[config.mk]
export PLATFORM = sky130hd
export DESIGN_NAME = sccb_config_sequencer
export DESIGN_NICKNAME = d
export VERILOG_FILES = /design/src/rtl/sccb_cfg_pkg.sv /design/src/rtl/cfg_delay_timer.sv /design/src/rtl/sccb_config_sequencer.sv
export SDC_FILE = /design/constraint.sdc
export NUM_CORES = 1
export LEC_CHECK = 0
export ABC_CLOCK_PERIOD_IN_PS = 3220
export CORE_ASPECT_RATIO = 1.75
export CORE_MARGIN = 2
export CORE_UTILIZATION = 45
export CTS_CLUSTER_DIAMETER = 30
export CTS_CLUSTER_SIZE = 40
export DETAILED_ROUTE_END_ITERATION = 12
export GPL_ROUTABILITY_DRIVEN = 1
export HOLD_SLACK_MARGIN = 0.1
export PLACE_DENSITY = 0.79
export RECOVER_POWER = 100
export REMOVE_ABC_BUFFERS = 1
export SETUP_SLACK_MARGIN = 0.2
export SYNTH_ARGS = -nofsm -noshare
export SYNTH_HDL_FRONTEND = slang
export SYNTH_SLANG_ARGS = --single-unit
[constraint.sdc]
create_clock -name clk -period 3.22 [get_ports clk]
set_input_delay 0.805 -clock clk [delete_from_list [all_inputs] [get_ports clk]]
set_output_delay 0.805 -clock clk [all_outputs]
set_load 0.02 [all_outputs]
[src/rtl/sccb_cfg_pkg.sv]
// Shared types and table-entry helpers for the SCCB configuration sequencer.
// Entries are passed zero-extended to 64 bits together with their real width,
// so the helpers serve any REG_W/VAL_W combination up to 64 bits in total.
package sccb_cfg_pkg;

    typedef enum logic [3:0] {
        ST_IDLE     = 4'd0,
        ST_FETCH    = 4'd1,
        ST_WAIT_ROM = 4'd2,
        ST_DECODE   = 4'd3,
        ST_WRITE    = 4'd4,
        ST_WAIT_ACK = 4'd5,
        ST_DELAY    = 4'd6,
        ST_NEXT     = 4'd7,
        ST_DONE     = 4'd8,
        ST_ERROR    = 4'd9
    } seq_state_t;

    // Width of the delay-length field in the low bits of a DELAY marker.
    localparam int unsigned DELAY_N_W = 4;

    // END marker: every bit of the entry is one.
    function automatic logic is_end_marker(input logic [63:0] entry, input int unsigned entry_w);
        logic [63:0] mask;
        mask = (64'd1 << entry_w) - 64'd1;
        return (entry & mask) == mask;
    endfunction

    // DELAY marker: all ones above the delay field. END also matches, so decode END first.
    function automatic logic is_delay_marker(input logic [63:0] entry, input int unsigned entry_w);
        logic [63:0] mask;
        mask = ((64'd1 << entry_w) - 64'd1) & ~64'hF;
        return (entry & mask) == mask;
    endfunction

    // Delay length n of a DELAY marker; the wait lasts n+1 units.
    function automatic logic [DELAY_N_W-1:0] delay_units(input logic [63:0] entry);
        return entry[DELAY_N_W-1:0];
    endfunction

endpackage

[src/rtl/cfg_delay_timer.sv]
// Delay timer for DELAY markers: a load of n arms a single down-counter for
// (n+1)*DELAY_UNIT cycles; expired is high once the counter has reached zero.
module cfg_delay_timer
    import sccb_cfg_pkg::*;
#(
    parameter int unsigned DELAY_UNIT = 250000
) (
    input  logic                 clk,
    input  logic                 rst_n,
    input  logic                 load,
    input  logic [DELAY_N_W-1:0] units,
    output logic                 expired
);

    localparam int unsigned CNT_W = $clog2(16 * DELAY_UNIT);
    localparam logic [CNT_W-1:0] UNIT_C = CNT_W'(DELAY_UNIT);

    logic [CNT_W-1:0] cnt_r;
    logic [CNT_W-1:0] load_val_s;

    // Load value counts down to zero, so one less than the total wait.
    assign load_val_s = (CNT_W'(units) + CNT_W'(1)) * UNIT_C - CNT_W'(1);

    // Down-counter: reload on request, otherwise count to zero and hold.
    always_ff @(posedge clk or negedge rst_n) begin
        if (!rst_n) begin
            cnt_r <= '0;
        end else if (load) begin
            cnt_r <= load_val_s;
        end else if (cnt_r != '0) begin
            cnt_r <= cnt_r - CNT_W'(1);
        end else begin
            cnt_r <= cnt_r;
        end
    end

    assign expired = (cnt_r == '0);

endmodule

[src/rtl/sccb_config_sequencer.sv]
// Walks the camera register-init table and issues one SCCB write per entry.
// Optional build macro CFG_SEQ_RETRY_EN: a NACKed write is re-issued up to
// MAX_RETRY times before the sequence stops in ERROR; without it the first
// NACK stops the sequence.
module sccb_config_sequencer
    import sccb_cfg_pkg::*;
#(
    parameter int unsigned ADDR_W     = 8,
    parameter int unsigned REG_W      = 8,
    parameter int unsigned VAL_W      = 8,
    parameter int unsigned DELAY_UNIT = 250000,
    parameter int unsigned MAX_RETRY  = 3
) (
    input  logic                   clk,
    input  logic                   rst_n,
    input  logic                   start,
    output logic [ADDR_W-1:0]      rom_addr,
    input  logic [REG_W+VAL_W-1:0] rom_data,
    output logic                   wr_valid,
    input  logic                   wr_ready,
    output logic [REG_W-1:0]       wr_reg,
    output logic [VAL_W-1:0]       wr_val,
    input  logic                   wr_done,
    input  logic                   wr_nack,
    output logic                   busy,
    output logic                   done,
    output logic                   error,
    output logic [ADDR_W-1:0]      entry_idx
);

    localparam int unsigned ENTRY_W = REG_W + VAL_W;
    localparam logic [ADDR_W-1:0] IDX_LAST = '1;

    seq_state_t        state_r, state_s;
    logic [ADDR_W-1:0] idx_r;
    logic [REG_W-1:0]  wr_reg_r;
    logic [VAL_W-1:0]  wr_val_r;
    logic              wr_valid_r, busy_r, done_r, error_r;
    logic              entry_end_s, entry_delay_s;
    logic              timer_load_s, timer_expired_s;
    logic              retry_ok_s;

    assign entry_end_s   = is_end_marker(64'(rom_data), ENTRY_W);
    assign entry_delay_s = is_delay_marker(64'(rom_data), ENTRY_W);

    cfg_delay_timer #(
        .DELAY_UNIT (DELAY_UNIT)
    ) u_delay_timer (
        .clk     (clk),
        .rst_n   (rst_n),
        .load    (timer_load_s),
        .units   (delay_units(64'(rom_data))),
        .expired (timer_expired_s)
    );

`ifdef CFG_SEQ_RETRY_EN
    localparam int unsigned RETRY_W = (MAX_RETRY < 1) ? 1 : $clog2(MAX_RETRY + 1);
    logic [RETRY_W-1:0] retry_r;

    assign retry_ok_s = (retry_r < RETRY_W'(MAX_RETRY));

    // Retries spent on the current entry; cleared whenever a new entry is decoded.
    always_ff @(posedge clk or negedge rst_n) begin
        if (!rst_n) begin
            retry_r <= '0;
        end else if (state_r == ST_DECODE) begin
            retry_r <= '0;
        end else if ((state_r == ST_WAIT_ACK) && wr_done && wr_nack && retry_ok_s) begin
            retry_r <= retry_r + RETRY_W'(1);
        end else begin
            retry_r <= retry_r;
        end
    end
`else
    assign retry_ok_s = 1'b0;
`endif

    // Next-state decode and delay-timer load.
    always_comb begin
        state_s      = state_r;
        timer_load_s = 1'b0;
        case (state_r)
            ST_IDLE, ST_DONE, ST_ERROR: begin
                if (start) state_s = ST_FETCH;
                else       state_s = state_r;
            end
            ST_FETCH:    state_s = ST_WAIT_ROM;
            ST_WAIT_ROM: state_s = ST_DECODE;
            ST_DECODE: begin
                if (entry_end_s) begin
                    state_s = ST_DONE;
                end else if (entry_delay_s) begin
                    state_s      = ST_DELAY;
                    timer_load_s = 1'b1;
                end else begin
                    state_s = ST_WRITE;
                end
            end
            // wr_valid is high for exactly the cycles spent here.
            ST_WRITE: begin
                if (wr_ready) state_s = ST_WAIT_ACK;
                else          state_s = ST_WRITE;
            end
            ST_WAIT_ACK: begin
                if (!wr_done)        state_s = ST_WAIT_ACK;
                else if (!wr_nack)   state_s = ST_NEXT;
                else if (retry_ok_s) state_s = ST_WRITE;
                else                 state_s = ST_ERROR;
            end
            ST_DELAY: begin
                if (timer_expired_s) state_s = ST_NEXT;
                else                 state_s = ST_DELAY;
            end
            // No wrap: the last slot ends the sequence even without an END marker.
            ST_NEXT: begin
                if (idx_r == IDX_LAST) state_s = ST_DONE;
                else                   state_s = ST_FETCH;
            end
            default: state_s = ST_IDLE;
        endcase
    end

    // State register.
    always_ff @(posedge clk or negedge rst_n) begin
        if (!rst_n) state_r <= ST_IDLE;
        else        state_r <= state_s;
    end

    // Table index: zero on a fresh start, advance on NEXT, hold otherwise (holds failing index).
    always_ff @(posedge clk or negedge rst_n) begin
        if (!rst_n) begin
            idx_r <= '0;
        end else if ((state_s == ST_FETCH) && (state_r != ST_NEXT)) begin
            idx_r <= '0;
        end else if ((state_s == ST_FETCH) && (state_r == ST_NEXT)) begin
            idx_r <= idx_r + ADDR_W'(1);
        end else begin
            idx_r <= idx_r;
        end
    end

    // Capture the write payload at decode so it stays stable through handshake and retries.
    always_ff @(posedge clk or negedge rst_n) begin
        if (!rst_n) begin
            wr_reg_r <= '0;
            wr_val_r <= '0;
        end else if ((state_r == ST_DECODE) && (state_s == ST_WRITE)) begin
            wr_reg_r <= rom_data[ENTRY_W-1:VAL_W];
            wr_val_r <= rom_data[VAL_W-1:0];
        end else begin
            wr_reg_r <= wr_reg_r;
            wr_val_r <= wr_val_r;
        end
    end

    // Registered handshake and status flags, derived from the state being entered.
    always_ff @(posedge clk or negedge rst_n) begin
        if (!rst_n) begin
            wr_valid_r <= 1'b0;
            busy_r     <= 1'b0;
            done_r     <= 1'b0;
            error_r    <= 1'b0;
        end else begin
            wr_valid_r <= (state_s == ST_WRITE);
            busy_r     <= !((state_s == ST_IDLE) || (state_s == ST_DONE) || (state_s == ST_ERROR));
            done_r     <= (state_s == ST_DONE);
            error_r    <= (state_s == ST_ERROR);
        end
    end

    assign rom_addr  = idx_r;
    assign entry_idx = idx_r;
    assign wr_valid  = wr_valid_r;
    assign wr_reg    = wr_reg_r;
    assign wr_val    = wr_val_r;
    assign busy      = busy_r;
    assign done      = done_r;
    assign error     = error_r;

endmodule

==> results.txt <==
----------------------------------------------------
[Outcome]
  Outcome ... complete, but fails checks
  Violations in the final reports ... setup timing

[Critical path]
  Setup Crit Path Kind ... input pin to flop
  Worst Setup End Kind ... flop
  Largest delay contributor family on the critical path ... adder cells
  Critical R2R Launch ... u_delay_timer.cnt_r[3]
  Slack of the worst reg-to-reg path ... 0.40 ns
  Crit path max fanout ... 3
  Crit-path max cell delay ... 0.54 ns
  Worst path bufs/invs ... 3
  CP Data Arrival Time ... 4.39 ns
  Series of cell instances along the critical path ... buf_8 -> and3_4 -> xnor2_4 -> ha_4 -> inv_2 -> fa_2 -> fa_1 -> inv_2 -> ha_4 -> a221oi_4 -> o21bai_4 -> a21oi_2 -> xnor2_2 -> a2111oi_4 -> xnor3_1 -> o21ai_2
  Nature of the critical path startpoint ... input pin
  Required time reported for the critical path endpoint ... 3.44 ns
  RR Endpoint ... entry_idx[6]
  Worst r2r path cells ... 8
  Critical Path Slowest Stage Cell ... fa_1

[Synthesis]
  Area of the mapped netlist ... 0.004267 mm²
  Post-synth EDFFs ... 0
  Synth Area in XOR/XNOR ... 10.32%
  Part of the Yosys area used for sequential elements ... 31.67%
  Fraction of synthesized area in multiplexers ... 3.900%
  Post-synthesis share of cell area spent on full adders, half adders and majority gates ... 11.03%
  Combinational family with the most area after synthesis ... simple AND/OR/NAND/NOR gates
  Largest cells by area after synthesis ... dfrtp_1, ha_1, xnor2_1
  Ranking of synthesized cells by instance count ... nor2_1, dfrtp_1, nand2_1, xnor2_1, ha_1
  Mean Syn Cell Area ... 8.852 µm²
  Proportion of netlist area held by the largest area contributor ... 31.67%
  Most common cell in the synthesized netlist ... nor2_1
  Unique cell type count in the Yosys netlist ... 63
  Register bit total from synthesis ... 54
  Total number of yosys warnings ... 0
  Simple-gate share of the synthesized area ... 22.61%
  Ys flop type ... dfrtp_1
  Post-synthesis compound-gate area fraction ... 14.05%
  Async S/R FF share, synth ... 100.0%
  Top cell type by total area after synthesis ... dfrtp_1
  Post-Syn Instances ... 482

[Die]
  Effective utilization at floorplan ... 45.63%
  Rows ... 47
  Floorplan die height ... 132.8 µm
  Die boundary width ... 77.61 µm
  Core region area ... 0.009350 mm²
  I/O pin cnt ... 58
  Total Die Area ... 0.01031 mm²

[STA]
  Unrepaired setup endpoints after global routing ... yes
  # setup viols final ... 10
  Hold violation total from the final report ... 0
  Max-slew headroom ... 12.59%
  Final clock skew ... 0.003406 ns
  Worst setup slack after layout ... -0.9542 ns
  Worst Max-Slew Pin Slew ... 1.311 ns
  Post-route minimum period ... 4.174 ns
  Final Max Tran Viols ... 0
  Portion of the clock cycle consumed by the worst path in the final layout ... 129.6%
  Maximum achievable frequency ... 239.6 MHz

[Detailed routing]
  Post-detailed-route count of antenna-violating nets ... 0
  DRC errors left ... 0
  WL final ... 13750 µm
  First-pass iteration count of the detailed router ... 5
  Drt wl/cell ... 18.43 µm
  Vias ... 4264
  Post-DR vias/cell ... 5.716
  DRC marker count from the first detailed-route iteration ... 228

[Cells and area]
  Final-stage net count ... 679
  Area added between synthesis and finish ... 50.15%
  Share of final-layout standard cells stronger than drive strength 1 ... 33.01%
  Register bank with the most flops ... u_delay_timer.cnt_r
  Final Instance Count excl. Fillers ... 746
  Max reg flops ... 22
  Ant diodes ... 0
  Final cell utilization of the core ... 68.51%

[Global routing]
  Antenna violations before repair ... 0
  Via count of the first global-routing pass ... 4414
  Overflow after GRT ... 0
  First-pass GRT wire length ... 20320 µm
  Gr usage total ... 24.84%
  Maximum number of pins on one net before global-route repair ... 32

[Placement]
  Total placed cells including tap cells ... 719
  Final weighted congestion in routability-driven placement ... 0.8877
  Count of buffers inserted at the top-level ports ... 57
  DPL Wire Length ... 9177 µm

[Clock network]
  Later-pin clock latency in the skew report ... 0.29 ns
  Number of clock buffers inserted by TritonCTS ... 5
  Clock tree from TritonCTS ... built
  CTS Hold Bufs ... 0
  Clock root buffer ... clkbuf_16
  Total clock sinks ... 54
  Htree depth ... 2
  Clock transition at the registers of the reported paths ... 0.07 ns
  Deepest clock path buffer count ... 2

[Hold path]
  Kind of path behind the tightest hold check ... flop to flop
  WHS Path Cells ... 2
  Worst min-delay path endpoint ... wr_val[1]
  Worst Min Path Start ... wr_val[1]

[Power]
  Highest ir drop seen on vdd ... 0.5188 mV
  Cell leakage power ... 2.840 nW
  PwrDens ... 677.3 mW/mm²

[Job]
  Number of max-cap violations ... 0

----------------------------------------------------
-- worst min-delay path, stage by stage (launching register included) --
cell and delay [ns]:
dfrtp_1 0.35, nand2_1 0.05, o21ai_0 0.06
-- placed cells by master (no fill, tap or decap), types with 5 or more instances in the layout --
master            n
buf_4            79
dfrtp_1          54
nor2_1           48
nand2_1          37
dlygate4sd3_1    36
xnor2_1          27
a21oi_1          22
nor3_1           19
inv_1            18
o21ai_0          18
buf_6            17
clkdlybuf4s50_1  16
ha_4             15
nand3_1          14
ha_1             13
nand4_1          12
inv_2            10
xor2_1            9
o21ai_1           8
mux2_1            8
nor2b_1           6
xnor2_2           6
nor4_1            5
and3_1            5
mux2_2            5
nor2_4            5
fa_1              5
clkbuf_16         5
-- metrics by stage --
step | hold slack, ns | power [mW] | cell area [µm²] | TNS, ns | setup WS (ns)
2_1_floorplan | 0.5028 | 2.294 | 4101 | -6.961 | -1.632
3_3_place_gp | 0.4738 | 3.193 | 5468 | -20.91 | -1.846
3_5_place_dp | 0.4790 | 3.279 | 5468 | -23.90 | -2.019
4_1_cts | 0.4942 | 4.119 | 6017 | -5.245 | -0.8913
5_1_grt | 0.5208 | 4.589 | 6406 | -5.977 | -1.063
6_report | 0.4867 | 4.339 | 6406 | -5.022 | -0.9542
-- logic make-up after synthesis --
group	after synthesis
AND/OR/NAND/NOR	191
AO/OA/AOI/OAI	87
buffers and inverters	54
flip-flops	54
XOR/XNOR	47
adder cells (fa/ha/maj)	34
multiplexers	15
-- worst max path at each step --
stage / from / endpoint / depth (start not counted) / slack, ns
after detailed placement: rom_data[0] / u_delay_timer.cnt_r[21] / 16 / -2.02
after global placement: rom_data[0] / u_delay_timer.cnt_r[21] / 16 / -1.85
final: rom_data[1] / u_delay_timer.cnt_r[21] / 16 / -0.95
after CTS: rom_data[0] / u_delay_timer.cnt_r[21] / 16 / -0.89
after global routing: rom_data[2] / u_delay_timer.cnt_r[21] / 16 / -1.06
after floorplan: rom_data[0] / u_delay_timer.cnt_r[21] / 15 / -1.63
-- what timing repair did --
item	in CTS	in global routing
pin swaps	32	26
setup buffers	6	13
gates resized for setup	89	53
endpoints found under the setup margin	34	20
-- area by class of cell --
cell class,instances,area (µm²)
inverter,29,111.4
multi-input combinational,374,3212
fill,641,2944
sequential,54,1351
timing repair buffer,159,1423
clock buffer,6,138.9
clock inverter,2,17.52
tap,122,152.6
-- layer usage --
layer | routed length [µm] | global-route usage (%) | up-vias
li1 | - | - | 1965
met2 | 7741 | 47.17 | 168
met4 | 1160 | 22.92 | 0
met3 | 438 | 2.592 | 73
met1 | 4407 | 21.71 | 2058
met5 | 0 | 0 | -
-- where the power goes --
group / total, mW / internal, mW / switching (mW)
Clock: 0.560 / 0.312 / 0.248
Sequential: 1.08 / 0.881 / 0.196
Combinational: 2.70 / 1.35 / 1.35
Total: 4.34 / 2.55 / 1.79
(Power assumes the default switching activity.)
